## src/rtl/shamt_shift_unit.sv

```systemverilog
// Multi-cycle SLL/SRL/SRA shifter with a Start/Busy/Done handshake.
// Define SHAMT_SHIFT_ROTATE_EN to make Op = 11 a rotate-right (ROR).
module shamt_shift_unit #(
  parameter int unsigned WIDTH = 32,
  parameter int unsigned STEP  = 1
) (
  input  logic             Clk,
  input  logic             Rst,
  input  logic             Start,
  input  logic [1:0]       Op,
  input  logic [WIDTH-1:0] Operand,
  input  logic [31:0]      ShiftAmt,
  output logic [WIDTH-1:0] Result,
  output logic             Busy,
  output logic             Done
);

  localparam int unsigned CNT_W  = 5;
  localparam logic [CNT_W-1:0] STEP_C = CNT_W'(STEP);
  localparam logic [1:0] OP_SLL = 2'b00;
  localparam logic [1:0] OP_SRL = 2'b01;
  localparam logic [1:0] OP_SRA = 2'b10;
  localparam logic [1:0] OP_ROR = 2'b11;

  typedef enum logic [1:0] {
    S_IDLE  = 2'd0,
    S_SHIFT = 2'd1,
    S_DONE  = 2'd2
  } state_t;

  state_t           state_q, state_d;
  logic [WIDTH-1:0] work_q, work_d;
  logic [CNT_W-1:0] cnt_q, cnt_d;
  logic [CNT_W-1:0] step_n;
  logic [1:0]       op_q, op_d;
  logic             busy_q, busy_d;
  logic             done_q, done_d;
  logic             unused_shamt_hi;

  // Only the low five shamt bits carry an amount.
  assign unused_shamt_hi = ^ShiftAmt[31:CNT_W];

  // Single-position shift for the given op.
  function automatic logic [WIDTH-1:0] shift1(input logic [1:0] op,
                                              input logic [WIDTH-1:0] v);
    case (op)
      OP_SLL:  return {v[WIDTH-2:0], 1'b0};
      OP_SRL:  return {1'b0, v[WIDTH-1:1]};
      OP_SRA:  return {v[WIDTH-1], v[WIDTH-1:1]};
`ifdef SHAMT_SHIFT_ROTATE_EN
      default: return {v[0], v[WIDTH-1:1]};
`else
      default: return v;
`endif
    endcase
  endfunction

  always_comb begin
    state_d = state_q;
    work_d  = work_q;
    cnt_d   = cnt_q;
    op_d    = op_q;
    step_n  = '0;
    case (state_q)
      S_IDLE: begin
        if (Start) begin
          work_d = Operand;
          op_d   = Op;
          cnt_d  = ShiftAmt[CNT_W-1:0];
`ifndef SHAMT_SHIFT_ROTATE_EN
          // Reserved op behaves as a zero-amount pass-through.
          if (Op == OP_ROR) cnt_d = '0;
`endif
          state_d = (cnt_d == '0) ? S_DONE : S_SHIFT;
        end
      end
      S_SHIFT: begin
        step_n = (cnt_q < STEP_C) ? cnt_q : STEP_C;
        for (int i = 0; i < int'(STEP); i++) begin
          if (CNT_W'(i) < step_n) work_d = shift1(op_q, work_d);
        end
        cnt_d = cnt_q - step_n;
        if (cnt_d == '0) state_d = S_DONE;
      end
      S_DONE:  state_d = S_IDLE;
      default: state_d = S_IDLE;
    endcase
    busy_d = (state_d != S_IDLE);
    done_d = (state_d == S_DONE);
  end

  always_ff @(posedge Clk) begin
    if (Rst) begin
      state_q <= S_IDLE;
      work_q  <= '0;
      cnt_q   <= '0;
      op_q    <= OP_SLL;
      busy_q  <= 1'b0;
      done_q  <= 1'b0;
    end else begin
      state_q <= state_d;
      work_q  <= work_d;
      cnt_q   <= cnt_d;
      op_q    <= op_d;
      busy_q  <= busy_d;
      done_q  <= done_d;
    end
  end

  assign Result = work_q;
  assign Busy   = busy_q;
  assign Done   = done_q;

endmodule

```

## config.mk

```make
export PLATFORM = sky130hd
export DESIGN_NAME = shamt_shift_unit
export DESIGN_NICKNAME = d
export VERILOG_FILES = /design/src/rtl/shamt_shift_unit.sv
export SDC_FILE = /design/constraint.sdc
export NUM_CORES = 1
export LEC_CHECK = 0
export CELL_PAD_IN_SITES_DETAIL_PLACEMENT = 1
export CELL_PAD_IN_SITES_GLOBAL_PLACEMENT = 1
export CORE_ASPECT_RATIO = 1.25
export CORE_MARGIN = 4
export CORE_UTILIZATION = 31
export DETAILED_ROUTE_END_ITERATION = 8
export PLACE_DENSITY = 0.82
export SYNTH_ARGS = -nofsm -noshare
export SYNTH_HDL_FRONTEND = slang
export SYNTH_SLANG_ARGS = --single-unit
```

## constraint.sdc

```tcl
create_clock -name Clk -period 2.67 [get_ports Clk]
set_clock_uncertainty 0.2 [all_clocks]
set_input_delay 0.4005 -clock Clk [delete_from_list [all_inputs] [get_ports Clk]]
set_output_delay 0.4005 -clock Clk [all_outputs]
set_load 0.01 [all_outputs]
```

# --- Word-level counts from Yosys, hierarchy flattened ---
# Index checks and enable logic that the tools add are counted.
word_totals:
  ff_bits: 43
  in_bits: 69
  output_inout_bits: 34
  wordCells: 44
op_classes:
  n_addsub: 1
  magnitude_cmp: 2
  n_eq_ne: 10
  muxes: 14
  reduce_logical: 10
op_table:
  columns: ["op", "count"]
  rows:
  - ["32-bit case mux with 3 select lines", 1]
  - ["32-bit 2-to-1 mux", 2]
  - ["32-bit case mux with 2 select lines", 1]
  - ["5-bit 2-to-1 mux", 5]
  - ["5-bit logical NOT", 2]
  - ["5-bit case mux with 2 select lines", 1]
  - ["2-bit equality test (second input constant)", 3]
  - ["2-bit 2-to-1 mux", 3]
  - ["2-bit != test (second input constant)", 3]
  - ["1-bit by 5-bit < comparator with 1-bit output (first input constant)", 1]
  - ["5-bit by 1-bit < comparator with 1-bit output (second input constant)", 1]
  - ["5-bit AND reduction", 1]
  - ["5-bit subtractor", 1]
  - ["2-bit by 1-bit equality test with 1-bit output (second input constant)", 2]
  - ["2-bit logical NOT", 2]
  - ["4-bit by 1-bit != test with 1-bit output (second input constant)", 1]
  - ["2-bit case mux with 2 select lines", 1]
  - ["2-bit AND reduction", 2]
  - ["4-bit AND reduction", 1]
  - ["2-bit nonzero test", 2]
  - ["3-bit by 1-bit != test with 1-bit output (second input constant)", 1]

# --- Longest topological paths before layout ---
# Gate-level depths: netlist of the first run.
depth:
  ltp_word: 9
  mapped_depth: 8
  mapped_depth_nobuf: 7

# --- Worst setup path before layout of the first run ---
# OpenSTA, ideal clock, no wires.
synth_timing:
  path_type: "register to register"
  from: "register cnt_q[1]"
  to: "register cnt_q[4]"
  setup_time_ps: 103
  arrival_time_ps: 1645
  t_required_ps: 2367
  setup_slack_ps: 722
  path_stages_with_launch: 8
  n_path_buf: 1
  period_less_slack_ps: 1948
  cell_sequence: "dfxtp_1 -> clkbuf_1 -> nor4_1 -> or2_2 -> ha_1 -> o21ai_1 -> a21oi_1 -> a2111oi_2"
synth_between:
  elab_chain_cells: 4
synth_lines:
  columns: ["item", "line_no", "rtl"]
  rows:
  - ["start, declared", "33", "logic [CNT_W-1:0] cnt_q, cnt_d;"]
  - ["start signal, assigned", "103", "cnt_q <= cnt_d;"]
  - ["5-bit by 1-bit < comparator with 1-bit output", "78", "step_n = (cnt_q < STEP_C) ? cnt_q : STEP_C;"]
  - ["5-bit 2-to-1 mux", "78", null]
  - ["5-bit subtractor (*)", "82", "cnt_d = cnt_q - step_n;"]
  - ["5-bit case mux with 2 select lines (*)", "64", "case (state_q)"]
# Mark *: on every way between the ends. The rest lies on a longest branch, timed or not.
# A chain may end at the register's enable or synchronous reset.

# --- Worst setup path in the final report of the first run ---
layout_timing:
  from: "register op_q[0]"
  to: "register work_q[24] (netlist: Result[24])"
layout_between:
  elab_chain_cells: 4
  elab_cells_between_ends: 8
  cone_classes: "eq/ne: 3; mux: 3; reduce/logical: 2"
layout_lines:
  columns: ["item", "line_no", "rtl"]
  rows:
  - ["start, declared", "35", "logic [1:0] op_q, op_d;"]
  - ["start signal, assigned", "104", "op_q <= op_d;"]
  - ["2-bit equality test (tied with other cells)", "46", "case (op)"]
  - ["32-bit case mux with 3 select lines", "46", null]
  - ["32-bit 2-to-1 mux", "80", "if (CNT_W'(i) < step_n) work_d = shift1(op_q, work_d);"]
  - ["32-bit case mux with 2 select lines", "64", null]
  - ["end signal, assigned", "102", "work_q <= work_d;"]
  - ["end, declared", "32", "logic [WIDTH-1:0] work_q, work_d;"]
# Several ways; a longest one is shown, not always the timed one. The select of a mux whose other input is x is not followed.

==> impl_metrics.py, run 1 <==
metrics = {
    "detailed_routing": {
        "drtIter0Drc": 87,
        "wl_per_cell_um": 16.2,
        "antenna_left": 0,
        "drc": 0,
        "wl_um": 8200,
        "vias": 2641,
        "via_per_inst": 5.21,
        "drt_pre_antenna_iters": 4,
    },
    "global_route": {
        "grt_pass1_vias": 2757,
        "grt_util_met2_pct": 27.8,
        "gr-max-usage-layer": "met2",
        "antenna_found_initial": 0,
        "overflow": 0,
        "grt_util_met1_pct": 18.9,
        "grt_max_degree": 69,
        "globalRouteMet3Util_pct": 2.73,
        "grt_usage_pct": 15.3,
        "grt_pass1_wl_um": 13500,
    },
    "placement": {
        "dpl.hpwl_um": 5910,
        "port_buffers": 75,
        "placed_cell_area_um2": 3590,
        "dpl.cell_count": 499,
        "gp_congestion": 0.826,
    },
    "logic_synthesis": {
        "ys_types": 41,
        "syn_area_um2": 2860,
        "yosys_warnings": 0,
        "yosys.area.top_type": "dfxtp_1",
        "synthTopCellsByArea": "dfxtp_1 (30%), mux2i_1 (12%), a311oi_1 (9.8%)",
        "synth_top_flop_cell": "dfxtp_1",
        "postSynthCellCount": 327,
        "ys_seq_area_share_pct": 30.1,
        "ys_ff_latch": 43,
        "synth_top_cell_area_share_pct": 30.1,
        "synth_edf_count": 0,
        "async_flop_share_pct": 0,
        "synth_nets": 400,
        "avgSynthCellArea_um2": 8.75,
    },
    "power": {
        "p_leak_nw": 1.41,
        "cellPowerDensity_nw_per_um2": 606,
        "combinationalPowerShare_pct": 38.0,
        "p_switching_uw": 763,
        "vdd_drop_max_mv": 0.308,
        "internal_power_mw": 1.48,
        "p_sw_share_pct": 33.9,
        "clockPowerShare_pct": 24.0,
        "finalPower_mw": 2.25,
        "p_seq_share_pct": 37.9,
    },
    "timing": {
        "setup_viol": 0,
        "min_period_ps": 2100,
        "finalMaxSlewViolations": 0,
        "rsz0062_at_grt": "no",
        "hold_viol_final": 0,
        "slew_headroom_pct": 38.6,
        "max_freq_ghz": 0.476,
        "setup_tns_ps": 0,
        "finalCritPeriodShare_pct": 78.8,
        "max_slew.worst_pin.slew_ps": 921,
    },
    "clock_network": {
        "root_buffer": "clkbuf_8",
        "h-tree-depth": 2,
        "cts_tree": "done",
        "clk_pin_slew_ps": 90,
        "clock_sinks": 43,
        "cts_resized": 0,
        "postCtsHoldBufs": 0,
        "cts_made_buffers": 5,
        "cts_setup_buffers": 0,
        "clock_latency_ps": 290,
        "cts_buffer_depth": 2,
    },
    "hold_path": {
        "hold_path.class": "flop to flop",
        "hold_path_depth": 2,
    },
    "floorplan": {
        "core-area_um2": 8840,
        "fp.dieW_um": 93.9,
        "rows": 38,
        "die_h_um": 115,
        "io_pins": 103,
        "initial_utilization_pct": 32.4,
        "dieArea_um2": 10800,
    },
    "worst_setup_path": {
        "crit_fanout": 21,
        "critical-path-top-delay-family": "buffers and inverters",
        "crit_type": "flop to flop",
        "cp_slowest_stage_delay_ps": 400,
        "worstSetupPathDepth": 6,
        "r2r_cells": 6,
        "r2r_setup_slack_ps": 570,
        "critPathArrivalTime_ps": 2120,
        "start_kind": "flop",
        "required_ps": 2690,
        "crit_chain": "inv_1 -> ha_1 -> or2_1 -> o311ai_4 -> buf_4 -> mux2i_1",
        "end_kind": "flop",
        "crit_slowest_cell": "buf_4",
        "critPathBufInv": 2,
    },
    "job": {
        "max_cap_violations": 0,
    },
    "cells_and_area": {
        "fill_cells": 1064,
        "final_util_pct": 42.0,
        "drive_gt1_share_pct": 6.98,
        "final_area_um2": 3710,
        "area_delta_synth_final_pct": 29.7,
        "stdcell_count": 507,
        "final_nets": 459,
        "num_antenna_cells": 0,
    },
    "run_status": {
        "run_status": "completed",
    },
}
==> routing by layer <==
layer	share of wire (%)	wire length, um
met3	3.6	295
met2	52	4240
met5	0	0
met4	0.87	71
met1	44	3590
==> tightest hold or removal path, stage by stage (launching register included) <==
cell      delay (ps)
dfxtp_1          340
nand2b_1          70
mux2i_1           60
==> metrics by stage <==
stage               hold WS (ps)  setup WS, ps
finish                       315           567
global route                 344           434
CTS                          321           537
detailed placement           307           343
global placement             292           383
floorplan                    278           722
==> cell usage after synthesis (all sizes together), types with 3 or more instances <==
cell type	count
buf	17
a311oi	32
mux2i	33
nor3	4
nor2	40
or3	31
inv	3
nand2b	31
clkbuf	14
ha	4
nand2	4
nor2b	33
dfxtp	43
o21ai	4
a21oi	10
==> cell type report <==
| type | count | area [um^2] | share of cell area, % |
|---|---|---|---|
| Multi-Input combinational cell | 250 | 1750 | 47.2 |
| Sequential cell | 43 | 861 | 23.2 |
| Timing Repair Buffer | 83 | 818 | 22.0 |
| Tap cell | 120 | 150 | 4.05 |
| Clock buffer | 6 | 82.6 | 2.23 |
| Clock inverter | 2 | 35.0 | 0.944 |
| Inverter | 3 | 11.3 | 0.303 |
==> flip-flops by register name (all words and copies together), names as in the netlist <==
name     cells
Result      32
cnt_q        5
op_q         2
state_q      2
Busy         1
Done         1
==> kinds of logic (layout without fill, tap and decap cells) <==
group,count (synthesis),in the layout,synth area share (%)
muxes,34,34,12.1
and+or+nand+nor,156,156,31.4
buffers and inverters,34,94,8.74
adders and majority gates,4,4,1.75
DFF,43,43,30.1
AOI/OAI and AO/OA,56,56,16.0
==> cells in the final DEF (no fill, tap or decap), types with 2 or more instances in the layout <==
cell / instances
a211oi_1: 2
clkdlybuf4s50_1: 74
buf_4: 7
nor2_1: 40
dfxtp_1: 43
o21bai_1: 2
nor4_1: 2
nor3_1: 4
o21ai_0: 3
nand2_1: 4
nand4_1: 2
or3_1: 31
a21oi_1: 10
ha_1: 3
mux2i_1: 33
nand3_1: 2
a311oi_1: 32
nor2b_1: 32
nand2b_1: 30
clkbuf_8: 6
inv_1: 3
==> power groups by stage <==
stage          registers (mW)  logic (mW)  clock network [mW]
5_1_grt                 0.873       0.939               0.585
3_5_place_dp            0.867       0.867                   0
6_report                0.852       0.855               0.540
2_1_floorplan           0.867       0.550                   0
3_3_place_gp            0.862       0.833                   0
4_1_cts                 0.854       0.870               0.559
==> final timing paths <==
kind	startpoint	to
setup / recovery	op_q[0]	Result[24]
hold / removal	Result[30]	Result[30]
setup reg to reg	op_q[0]	Result[24]
hold reg to reg	Result[30]	Result[30]
Note: power is estimated with default switching activity, not from simulation.
==> run 2, diff against run 1 <==
- CORE_UTILIZATION: 31 -> 30
- PLACE_DENSITY: 0.82 -> 0.83
- clock period: 2.67 -> 1.86 ns (I/O delays scaled with it)
==> run 2 against run 1 <==
Against the previous run: the flow now finishes with violations (negative setup slack); maximum frequency up 9.3%; worst setup slack worse by 630 ps; register-to-register slack worse by 630 ps; sequential power up 44%; cell count up 4.9%; via count up 5.4%; non-clock buffer count up 22; critical path depth up 1; clock-buffer cell count unchanged; first-iteration DRC count up 6.9%.
==> impl_metrics.py, run 2 (same netlist as run 1, synthesis figures left out) <==
metrics = {
    "run_status": {
        "run_status": "finished with violations",
        "violations": "negative setup slack",
    },
    "clock_network": {
        "cts_tree": "done",
        "cts_made_buffers": 5,
        "root_buffer": "clkbuf_16",
        "cts_buffer_depth": 2,
        "clock_latency_ps": 290,
        "postCtsHoldBufs": 0,
        "h-tree-depth": 2,
        "clk_pin_slew_ps": 70,
        "clock_sinks": 43,
    },
    "power": {
        "clockPowerShare_pct": 27.4,
        "p_switching_mw": 1.25,
        "internal_power_mw": 2.62,
        "p_sw_share_pct": 32.3,
        "p_leak_nw": 1.63,
        "vdd_drop_max_mv": 0.381,
        "p_seq_share_pct": 31.8,
        "combinationalPowerShare_pct": 40.9,
        "cellPowerDensity_nw_per_um2": 916,
    },
    "worst_setup_path": {
        "crit_fanout": 22,
        "crit_chain": "inv_2 -> buf_4 -> ha_4 -> buf_12 -> a311oi_1 -> or3_1 -> mux2i_1",
        "crit_type": "flop to flop",
        "critical-path-top-delay-family": "flip-flops",
        "start_kind": "flop",
        "end_kind": "flop",
        "rr_startpoint": "op_q[0]",
        "cp_slowest_stage_delay_ps": 360,
        "critPathArrivalTime_ps": 1920,
        "crit_slowest_cell": "dfxtp_2",
        "critPathBufInv": 3,
        "crit_path_start": "op_q[0]",
        "required_ps": 1860,
    },
    "timing": {
        "finalWorstSetupSlack_ps": -63.2,
        "max_slew.worst_pin.slew_ps": 318,
        "slew_headroom_pct": 78.3,
        "max_freq_ghz": 0.520,
        "setup_viol": 23,
        "finalMaxSlewViolations": 0,
        "fin_hold_ws_ps": 242,
        "hold_viol_final": 0,
        "finalCritPeriodShare_pct": 103,
        "min_period_ps": 1920,
        "setup_tns_ps": -680,
        "rsz0062_at_grt": "yes",
    },
    "cells_and_area": {
        "final_common_cell": "clkdlybuf4s50_1",
        "largest_reg_flops": 32,
        "drive_gt1_share_pct": 18.6,
        "final_area_um2": 4230,
        "final_util_pct": 45.8,
        "final_nets": 481,
        "num_antenna_cells": 0,
        "final_cell_mix": "clkdlybuf4s50_1 (74), nor2_1 (40), dfxtp_1 (39), mux2i_1 (33)",
        "area_delta_synth_final_pct": 47.7,
    },
    "floorplan": {
        "die_h_um": 117,
        "dieArea_um2": 11200,
        "initial_utilization_pct": 31.0,
        "rows": 39,
        "io_pins": 103,
        "fp.dieW_um": 95.4,
        "core-area_um2": 9220,
    },
    "job": {
        "max_cap_violations": 0,
    },
    "placement": {
        "dpl.hpwl_um": 6030,
        "port_buffers": 75,
        "placed_cell_area_um2": 3770,
        "gp_congestion": 0.774,
        "dp_slack_ps": -277,
    },
    "global_route": {
        "gr-max-usage-layer": "met2",
        "antenna_found_initial": 0,
        "grt_max_degree": 75,
        "grt_util_met1_pct": 19.4,
        "grt_pass1_wl_um": 14300,
        "globalRouteMet3Util_pct": 3.01,
        "grt_util_met2_pct": 29.8,
        "grt_pass1_vias": 2903,
        "overflow": 0,
        "grt_usage_pct": 16.2,
    },
    "detailed_routing": {
        "vias": 2784,
        "drc": 0,
        "via_per_inst": 5.23,
        "wl_per_cell_um": 17.0,
        "drt_pre_antenna_iters": 4,
        "wl_um": 9020,
        "antenna_left": 0,
        "drtIter0Drc": 93,
    },
    "hold_path": {
        "hold_path.class": "primary input to flop",
        "worstHoldStart": "Rst",
    },
}
## run 2: cell count changes in the layout (fill, tap and decap cells not counted), sizes merged
| cell | delta |
|---|---|
| buf | +19 |
| clkbuf | +3 |
## run 2: cell type report
cell class	instances	area (um^2)
clock buffer	6	139
clock inverter	2	35.0
fill	1042	4990
inverter	3	11.3
multi-input combinational	250	1870
sequential	43	866
tap	123	154
timing repair buffer	105	1150
## run 2: worst reg2reg max path, stage by stage (launching register included)
cell and delay, ps:
dfxtp_2 360, inv_2 40, buf_4 130, ha_4 350, buf_12 180, a311oi_1 110
or3_1 310, mux2i_1 160
## run 2: metrics by stage
step / cells / power [mW]
6_report: 532 / 3.87
5_1_grt: 532 / 4.09
4_1_cts: 528 / 3.78
3_5_place_dp: 516 / 2.60
3_3_place_gp: 516 / 2.54
2_1_floorplan: 327 / 2.04
## run 2: worst paths after layout
path | to | slack (ps) | cells past startpoint
worst max-delay path | Result[4] | -60 | 7
worst min-delay path | cnt_q[0] | 240 | 3
worst max register to register | Result[4] | -60 | 7
worst min register to register | Result[9] | 320 | 2
## run 2: power by group through the flow
| stage | Sequential [mW] | Clock, mW | Combinational, mW |
|---|---|---|---|
| after floorplan | 1.25 | 0 | 0.792 |
| after global placement | 1.23 | 0 | 1.32 |
| after detailed placement | 1.24 | 0 | 1.36 |
| after CTS | 1.22 | 1.08 | 1.47 |
| after global routing | 1.25 | 1.12 | 1.72 |
| final | 1.23 | 1.06 | 1.58 |
## run 2: what timing repair did
action / 4_1_cts / 5_1_grt
resized for setup: 11 / 21
pin swaps: 2 / 7
endpoints found under the hold margin: 0 / 0
gates cloned: 2 / 3
endpoints found under the setup margin: 36 / 37
buffers inserted: 2 / 1
## run 2: layer usage
layer  vias up  wire (um)  share of wire (%)
li1       1346          -                  -
met1      1369       3690                 41
met2        65       4830                 54
met3         4        452                5.0
met4         0         44               0.49
met5         -          0                  0
==> variant 1: new RTL, config.mk and constraints of run 2 <==
Re-encode `state_t` (3 states) as one-hot, 3 bits wide.
--- a/src/rtl/shamt_shift_unit.sv
+++ b/src/rtl/shamt_shift_unit.sv
@@ -24,6 +24,6 @@
 
-  typedef enum logic [1:0] {
-    S_IDLE  = 2'd0,
-    S_SHIFT = 2'd1,
-    S_DONE  = 2'd2
+  typedef enum logic [2:0] {
+    S_IDLE  = 3'b001,
+    S_SHIFT = 3'b010,
+    S_DONE  = 3'b100
   } state_t;
Behaviour: same outputs for any inputs over 10 cycles, from zero or initial values and one cycle with Rst high; not proved beyond that.
==> variant 1 against run 2 <==
The run still ends with negative setup slack left. Global-route usage is 3.4 points higher. Worst setup slack worse by 180 ps. Total power shrank 22%. Wire length grew 41%. Highest routed layer unchanged. Synthesized cell count fell by 15%. Sequential cell count rose by 1. Synthesized area shrank 13%. Final cell count is 9.8% lower. Final area increased by 10%. Utilization grew 13 points. Count of clock-buffer cells in the layout increased by 2. Non-clock buffer count grew 32. Largest power group is now registers.
==> variant 1: results (changes against run 2) <==
outcome: "complete, but fails checks"  # unchanged
violations: "negative setup slack"  # unchanged
min_delay_path_depth: 1  # was 3
final_nets: 457  # was 481
ir_worst_vdd_v: 0.0003467  # was 0.0003814 V
layoutNonFillerInstCount: 480  # was 532
synth_area_leaders: "dfxtp_1 (35%), a41o_1 (12%), a221oi_1 (11%)"  # was dfxtp_1 (30%), mux2i_1 (12%), a311oi_1 (9.8%)
clkPwrFrac_pct: 22.2  # was 27.4%
gp_congestion: 0.7944  # was 0.7738
post-place-cells: 448  # was 516
drt-pass1-iter-count: 5  # was 4
synth_nets: 350  # was 400
ff2ff_path_depth: 5  # was 7
via_per_inst: 6.431  # was 5.233
slowest_delay_ps: 420  # was 360 ps
initialDrtViolationCount: 182  # was 93
dpl_cell_area_um2: 3578  # was 3772 um2
cp_slowest_cell: "or3b_4"  # was dfxtp_2
syn_area_per_cell_um2: 9.020  # was 8.751 um2
post-route-worst-setup-slack_ps: -238.6  # was -63.15 ps
leakagePower_uw: 0.001923  # was 0.001627 uW
n_fill_cell: 832  # was 1,042
arrival_ps: 2140  # was 1920 ps
grt_max_degree: 47  # was 75
track_usage_pct: 19.61  # was 16.17%
worstSkewPairLatency_ps: 310  # was 290 ps
setup_viol: 37  # was 23
grt_pass1_wl_mm: 15.16  # was 14.35 mm
path_clk_slew_ps: 100  # was 70 ps
pg_clk_uw: 667  # was 1060 uW
dp_hpwl_mm: 6.072  # was 6.032 mm
p_int_uw: 1928  # was 2623 uW
final.setup.tns_ps: -5197  # was -680.3 ps
==> variant 1: cell types whose count changed after synthesis, sizes merged, moves of 30 or more <==
| cell | delta |
|---|---|
| mux2i | -32 |
| nor2 | -36 |
| a211oi | +31 |
| a221oi | +30 |
| nor2b | -33 |
| nand2b | -31 |
| a41o | +30 |
==> variant 1: area by class of cell <==
cell class                      count  area (um2)  share of cell area (%)
Clock buffer                        8       90.09                   1.936
Timing Repair Buffer              137        1498                   32.19
Sequential cell                    44       899.6                   19.33
Inverter                            7       26.28                  0.5647
Multi-Input combinational cell    189        2021                   43.43
Tap cell                           95       118.9                   2.554
==> variant 1: final timing paths <==
kind / from / end / slack, ps
setup / recovery: state_q[1] / Result[22] / -240
hold / removal: Result[6] / Result[6] / 370
setup reg to reg: state_q[1] / Result[22] / -240
hold reg to reg: Result[6] / Result[6] / 370
==> variant 1: cells by family (layout without fill, tap and decap cells) <==
| family | Yosys count | after routing | share of synthesized area (%) |
|---|---|---|---|
| flip-flops | 44 | 44 | 35.25 |
| adder cells (fa/ha/maj) | 4 | 4 | 2.003 |
| multiplexers | 1 | 1 | 0.4006 |
| AND/OR/NAND/NOR | 37 | 37 | 8.412 |
| AO/OA/AOI/OAI | 147 | 147 | 45.87 |
| buffers and inverters | 44 | 152 | 8.062 |
==> variant 1: what timing repair did <==
item	in CTS	in global routing
hold buffers	0	0
setup buffers	2	11
cloned	3	8
pin swaps	7	38
resized for setup	35	83
endpoints found under the setup margin	39	39
==> variant 1: layer usage <==
layer	global-route usage (%)	vias up	routed length, um
li1	-	1380	-
met1	24.83	1566	5171
met2	33.53	109	6540
met3	2.825	32	561
met4	6.809	0	422
met5	0	-	0
==> variant 2: new RTL, config.mk and constraints of run 2 <==
Made on the original files. Build with the macro `SHAMT_SHIFT_ROTATE_EN` defined.
--- a/src/rtl/shamt_shift_unit.sv
+++ b/src/rtl/shamt_shift_unit.sv
@@ -2,2 +2,4 @@
 // Define SHAMT_SHIFT_ROTATE_EN to make Op = 11 a rotate-right (ROR).
+`define SHAMT_SHIFT_ROTATE_EN
+
 module shamt_shift_unit #(
Check against the original RTL: not equivalent (Yosys sat finds a counterexample within 4 cycles, from zero or initial values and one cycle with Rst high).
==> variant 2 against run 2 <==
Sequential cell count is the same. Highest routed layer unchanged. Sequential share of layout area grew 5.7 points. Wire length shrank 19%. Synthesized area shrank 20%. Total power shrank 26%. Via count shrank 20%. Largest cell class unchanged. Final area shrank 22%. Worst setup slack gained 160 ps. Non-clock buffer count shrank 13.
==> variant 2: results (changes against run 2) <==
power.density_nw_per_um2: 864.7  # was 915.9 nW/um2
grt_pass1_vias: 2361  # was 2,903
synth_cell_types: 47  # was 41
grt_max_degree: 40  # was 75
dpl_cell_area_um2: 3172  # was 3772 um2
final_nets: 405  # was 481
multi_input_area_share_pct: 39.84  # was 44.30%
regArea_um2: 863.3  # was 865.8 um2
hp-class: "reg2reg"  # was in2reg
setup_viol: 0  # was 23
arrival_ps: 1280  # was 1920 ps
cp_slowest_cell: "clkdlybuf4s50_1"  # was dfxtp_2
path_max_fanout: 4  # was 22
yosysSeqAreaShare_pct: 37.41  # was 30.08%
crit_family: "buffers and inverters"  # was flip-flops
cts_root_buffer: "clkbuf_8"  # was clkbuf_16
post-place-ws_ps: -314.5  # was -277.4 ps
synth_commonest_cells: "dfxtp_1 (43), nand2_1 (36), o21ai_0 (31)"  # was dfxtp_1 (43), nor2_1 (40), mux2i_1 (33)
buffers: 92  # was 105
powerComb_uw: 1080  # was 1580 uW
cts_resized: 2  # was 11
min_delay_path_depth: 2  # was 3
area_growth_pct: 43.18  # was 47.75%
ir_worst_vdd_v: 0.0004449  # was 0.0003814 V
dp_hpwl_mm: 5.301  # was 6.032 mm
postLayoutCellArea_um2: 3294  # was 4228 um2
nMultiInputCombCells: 189  # was 250
bufAreaShareNonClock_pct: 27.42  # was 27.20%
synth_nets: 324  # was 400
grt_pass1_wl_mm: 11.74  # was 14.35 mm
gp_congestion: 0.8614  # was 0.7738
post-place-cells: 417  # was 516
track_usage_pct: 15.93  # was 16.17%
clkPwrFrac_pct: 20.9  # was 27.4%
inverters: 4  # was 3
clk_share_pct: 2.583  # was 4.114%
outcome: "completed"  # was complete, but fails checks
syn_area_per_cell_um2: 9.059  # was 8.751 um2
leakagePower_uw: 0.001411  # was 0.001627 uW
antenna_cells: 0  # unchanged
slowest_delay_ps: 580  # was 360 ps
netSwitchingFraction_pct: 34.15  # was 32.25%
layoutNonFillerInstCount: 428  # was 532
initialDrtViolationCount: 63  # was 93
path_clk_slew_ps: 90  # was 70 ps
relSlewSlack_pct: 71.83  # was 78.27%
wirelength_mm: 7.337  # was 9.022 mm
drive_gt1_share_pct: 11.90  # was 18.58%
n_fill_cell: 871  # was 1,042
[variant 2: worst paths after layout]
| check | startpoint | end | slack (ps) |
|---|---|---|---|
| max | Result[1] | Result[1] | 100 |
| min | Result[31] | Result[31] | 320 |
| min reg2reg | Result[31] | Result[31] | 320 |
| max reg2reg | cnt_q[4] | cnt_q[2] | 140 |
[variant 2: layer usage]
metal / up-vias / GRT usage, % / share of wire (%) / wire, um
li1: 1092 / - / - / -
met1: 1086 / 18.56 / 41 / 3004
met2: 52 / 29.27 / 53 / 3907
met5: - / 0 / 0 / 0
met4: 0 / 4.343 / 1.3 / 99
met3: 7 / 2.868 / 4.4 / 325
[variant 2: kinds of logic after synthesis]
| logic type | synth area share, % |
|---|---|
| and+or+nand+nor | 15.17 |
| DFF | 37.41 |
| adders and majority gates | 0.5437 |
| buffers and inverters | 6.525 |
| AOI/OAI and AO/OA | 26.92 |
| muxes | 13.05 |
| xor gates and xnor gates | 0.3807 |
